$ cat config.mk
export PLATFORM = sky130hd
export DESIGN_NAME = alu_issue_ctrl
export DESIGN_NICKNAME = d
export VERILOG_FILES = /design/src/rtl/alu_issue_ctrl.sv
export SDC_FILE = /design/constraint.sdc
export NUM_CORES = 1
export LEC_CHECK = 0
export CAP_MARGIN = 20
export CORE_AREA = 2 2 161 84
export CTS_CLUSTER_SIZE = 12
export DETAILED_ROUTE_END_ITERATION = 10
export DIE_AREA = 0 0 163 86
export PLACE_DENSITY_LB_ADDON = 0.15
export SLEW_MARGIN = 20
export SYNTH_ARGS = -nofsm -noshare
export SYNTH_HDL_FRONTEND = slang
export SYNTH_SLANG_ARGS = --single-unit
$ cat constraint.sdc
create_clock -name clk -period 3.21 [get_ports clk]
set_input_delay 0.963 -clock clk [delete_from_list [all_inputs] [get_ports clk]]
set_output_delay 0.963 -clock clk [all_outputs]
set_load 0.05 [all_outputs]
$ cat src/rtl/alu_issue_ctrl.sv
// Request/response sequencer around the combinational ALU, with the shared op_code enum.
package definitions;
   typedef enum logic [1:0] {
      ALU_ADD = 2'd0,
      ALU_SUB = 2'd1,
      ALU_AND = 2'd2,
      ALU_OR  = 2'd3
   } op_code;
endpackage

// Purpose: decode R-type funct, register ALU inputs, capture result/zero and return them with the tag.
// Latency: legal request reaches RESP 2 cycles after accept, illegal 1 cycle; one request in flight.
// Backpressure: req_ready_o only in IDLE; RESP holds rsp_* stable until rsp_ready_i.
module alu_issue_ctrl
   import definitions::*;
#(
   parameter int TAG_W = 4,
   parameter int CNT_W = 16
) (
   input  logic             clk,
   input  logic             rst_n,
   input  logic             req_valid_i,
   output logic             req_ready_o,
   input  logic [5:0]       req_funct_i,
   input  logic [31:0]      req_rs_i,
   input  logic [31:0]      req_rt_i,
   input  logic [TAG_W-1:0] req_tag_i,
   output op_code           alu_op_o,
   output logic [31:0]      alu_rs_o,
   output logic [31:0]      alu_rt_o,
   input  logic [31:0]      alu_result_i,
   input  logic             alu_zero_i,
   output logic             rsp_valid_o,
   input  logic             rsp_ready_i,
   output logic [31:0]      rsp_result_o,
   output logic             rsp_zero_o,
   output logic             rsp_err_o,
   output logic [TAG_W-1:0] rsp_tag_o,
   output logic [CNT_W-1:0] op_cnt_o,
   output logic [CNT_W-1:0] err_cnt_o
);

   typedef enum logic [1:0] {
      IDLE = 2'd0,
      EXEC = 2'd1,
      RESP = 2'd2
   } state_t;

   state_t state_q;
   state_t state_d;
   logic   funct_legal;
   op_code dec_op;

   always_comb begin
      funct_legal = 1'b1;
      dec_op      = ALU_ADD;
      case (req_funct_i)
         6'h20:   dec_op = ALU_ADD;
         6'h22:   dec_op = ALU_SUB;
         6'h24:   dec_op = ALU_AND;
         6'h25:   dec_op = ALU_OR;
         default: funct_legal = 1'b0;
      endcase
   end

   // Illegal functs skip EXEC: there is no ALU result worth waiting for.
   always_comb begin
      state_d = state_q;
      case (state_q)
         IDLE:    if (req_valid_i) state_d = funct_legal ? EXEC : RESP;
         EXEC:    state_d = RESP;
         RESP:    if (rsp_ready_i) state_d = IDLE;
         default: state_d = IDLE;
      endcase
   end

   always_ff @(posedge clk or negedge rst_n) begin
      if (!rst_n) state_q <= IDLE;
      else        state_q <= state_d;
   end

   assign req_ready_o = (state_q == IDLE);
   assign rsp_valid_o = (state_q == RESP);

   always_ff @(posedge clk or negedge rst_n) begin
      if (!rst_n) begin
         alu_op_o     <= ALU_ADD;
         alu_rs_o     <= '0;
         alu_rt_o     <= '0;
         rsp_result_o <= '0;
         rsp_zero_o   <= 1'b0;
         rsp_err_o    <= 1'b0;
         rsp_tag_o    <= '0;
         op_cnt_o     <= '0;
         err_cnt_o    <= '0;
      end else begin
         case (state_q)
            IDLE: begin
               if (req_valid_i) begin
                  rsp_tag_o <= req_tag_i;
                  if (funct_legal) begin
                     alu_op_o <= dec_op;
                     alu_rs_o <= req_rs_i;
                     alu_rt_o <= req_rt_i;
                  end else begin
                     rsp_err_o    <= 1'b1;
                     rsp_result_o <= '0;
                     rsp_zero_o   <= 1'b0;
                  end
               end
            end
            EXEC: begin
               rsp_result_o <= alu_result_i;
               rsp_zero_o   <= alu_zero_i;
               rsp_err_o    <= 1'b0;
            end
            RESP: begin
               // rsp_err_o still identifies which counter this completion belongs to.
               if (rsp_ready_i) begin
                  if (rsp_err_o) begin
                     if (err_cnt_o != {CNT_W{1'b1}}) err_cnt_o <= err_cnt_o + CNT_W'(1);
                  end else begin
                     if (op_cnt_o != {CNT_W{1'b1}}) op_cnt_o <= op_cnt_o + CNT_W'(1);
                  end
               end
            end
            default: ;
         endcase
      end
   end

endmodule

==> impl_metrics.ini, run 1 <==
[synth]
synth-async-reset-ratio_pct = 100
synth_area_per_cell_sq_um = 14.8
yosysSeqAreaShare_pct = 60.5
synth_top_area_share_pct = 60.5
netlist_area_sq_um = 5710
ys_ff_latch = 138
yosys.cell_types.count = 41
yosys.area.top_type = dfrtp_1
synth_enable_flop_cells = 0
synthesis.nets = 500
ys_top_cells_by_area = dfrtp_1 60%, mux2_4 10%, mux2_2 6.5%
netlist_instances = 387
synth_top_flop_cell = dfrtp_1
yosysWarnings = 0

[timing]
maxSlewViolCount = 0
grt_setup_unrepaired = false
tns_ps = 0
min_period_over_period_pct = 92.4
fin_crit_ps = 2970
fmax_mhz = 337
setup_violations = 0
hold_slack_ps = 495
relSlewSlack_pct = 55.3
max_slew.worst_pin.slew_ps = 671
finalHoldViolations = 0
finalClockSkew_ps = 6.38

[routing]
wl_per_cell_microns = 17.4
ant_nets = 0
vias = 4163
dr.pass1.iters = 4
wl_microns = 14500
drc_errors = 0
drt_iter0_drc = 152
via_per_inst = 5.02

[worst_setup_path]
rrSetupSlack_ps = 1180
crit_fanout = 8
crit_path_end_kind = output port
path_class = flop to output port
cp_data_required_time_ps = 2250
arrival_ps = 2000
crit_path_start_kind = flop

[grt]
overflow = 0
grt_max_degree = 65
grt_pass1_wl_microns = 22800
grt_usage_pct = 21.1
grt_pass1_vias = 4300
antenna_found_initial = 0

[clock_tree]
post-cts-setup-buffers = 0
path_clk_slew_ps = 60
cts_resized = 0
clk_path_buf_depth = 2
clock-sinks = 138
cts_max_level = 4
tritoncts.num_buffers = 17
cts_root_buf = clkbuf_16
cts_hold_buf = 0
clk_latency_ps = 410
cts_tree = done

[final_layout]
diodes = 0
final_cell_mix = 247 x clkdlybuf4s50_1, 138 x dfrtp_1, 38 x mux2_4
final_common_cell = clkdlybuf4s50_1
drive_gt1_share_pct = 18.6
nFillCells = 866
nets = 760
syn2layout_area_growth_pct = 59.0

[floorplan]
fp.dieH_microns = 86
core_area_sq_um = 12500
num_rows = 29
fp.dieArea_sq_um = 14000
ios = 249
fp.dieW_microns = 163
initial_core_util_pct = 45.6

[pwr]
peakVddDrop_mv = 0.543
power_switching_mw = 2.47
power_frac_seq_pct = 32.9
p_clk_share_pct = 31.2
p_per_area_nw_per_um2 = 766
intPower_mw = 4.48
p_leak_nw = 4.13
combPwrFrac_pct = 35.8
power.total_mw = 6.95
switching_share_pct = 35.6

[hold_path]
hold_class = flop to flop

[placed_design]
place.gp.congestion = 0.817
dpl.hpwl_microns = 10200
io_buffers = 248

[job]
maxCapViolations = 0

[outcome]
outcome = completed
[worst max-delay path, stage by stage, from the launching register on]
cell and delay (ps):
dfrtp_1 570, and2b_1 220, clkdlybuf4s50_1 810
[cell families after synthesis]
kind of cell / synth area share [%]
DFF: 60.5
and+or+nand+nor: 9.07
muxes: 16.7
AOI/OAI and AO/OA: 6.51
xor gates and xnor gates: 4.30
buffers and inverters: 2.52
adders and majority gates: 0.438
[synthesized netlist by cell type, types with 2 or more instances]
library cell and number:
dfrtp_1 138, mux2_4 38, a22o_1 34, mux2_2 33, xor2_1 23, nor3_1 13
nand3_1 12, nand2_1 9, nor2_1 9, nand4_1 8, clkbuf_1 6, inv_1 6
nor4_1 6, buf_4 5, buf_6 5, xnor2_1 5, and4_1 3, nor3b_1 3
o21ai_0 3, a31oi_1 2, and3_1 2, ha_1 2, nand3b_1 2, nor4_4 2
o2111ai_1 2
[state kept, by name (all words and copies together), names as in the netlist]
register,count
alu_rs_o,32
alu_rt_o,32
rsp_result_o,32
err_cnt_o,16
op_cnt_o,16
rsp_tag_o,4
alu_op_o,2
state_q,2
rsp_err_o,1
rsp_zero_o,1
[power by group through the flow]
stage                     Sequential (mW)  Clock, mW  Combinational, mW
after floorplan                      3.39          0              0.459
after global placement               2.30          0               2.48
after detailed placement             2.31          0               2.51
after CTS                            2.29       2.23               2.51
after global routing                 2.34       2.31               2.58
final                                2.29       2.17               2.49
[per-stage QoR]
stage / utilization, % / worst slack (ps) / cells / cell area (sq um)
after floorplan: - / 954 / 387 / 5710
after global placement: 67.2 / 348 / 798 / 8410
after detailed placement: 67.2 / 308 / 798 / 8410
after CTS: 72.5 / 214 / 830 / 9080
after global routing: 72.5 / 198 / 830 / 9080
final: 72.5 / 244 / 830 / 9080
[cell type report]
type | count | area [sq um] | share of cell area [%]
Timing Repair Buffer | 258 | 2600 | 28.6
Multi-Input combinational cell | 226 | 2130 | 23.4
Sequential cell | 138 | 3450 | 38.0
Tap cell | 170 | 213 | 2.34
Clock buffer | 22 | 474 | 5.22
Inverter | 6 | 22.5 | 0.248
Clock inverter | 10 | 189 | 2.08
[routing by layer]
| layer | vias to the layer above | track usage (%) | part of all wire [%] |
|---|---|---|---|
| met5 | - | 0 | 0 |
| met4 | 0 | 5.87 | 1.0 |
| met2 | 135 | 34.6 | 49 |
| met1 | 2076 | 26.3 | 42 |
| met3 | 11 | 8.27 | 7.7 |
| li1 | 1941 | - | - |
[path summary, 6_finish.rpt]
check / from / end / cells after the start
hold / removal: err_cnt_o[15] / err_cnt_o[15] / 1
hold reg to reg: err_cnt_o[15] / err_cnt_o[15] / 1
max in group asynchronous: rst_n / rsp_result_o[20] / 2
setup reg to reg: err_cnt_o[0] / err_cnt_o[1] / 6
min in group asynchronous: rst_n / alu_rs_o[31] / 1
setup / recovery: state_q[1] / rsp_valid_o / 2
(Power assumes the default switching activity.)
==> run 2, diff against run 1 <==
--- a/config.mk
+++ b/config.mk
@@ -11,7 +11,6 @@
 export DETAILED_ROUTE_END_ITERATION = 10
 export DIE_AREA = 0 0 163 86
 export PLACE_DENSITY_LB_ADDON = 0.15
-export SLEW_MARGIN = 20
 export SYNTH_ARGS = -nofsm -noshare
 export SYNTH_HDL_FRONTEND = slang
 export SYNTH_SLANG_ARGS = --single-unit
==> results of run 2 <==
Same layout as run 1: the final DEF is identical, and so are final timing and power.
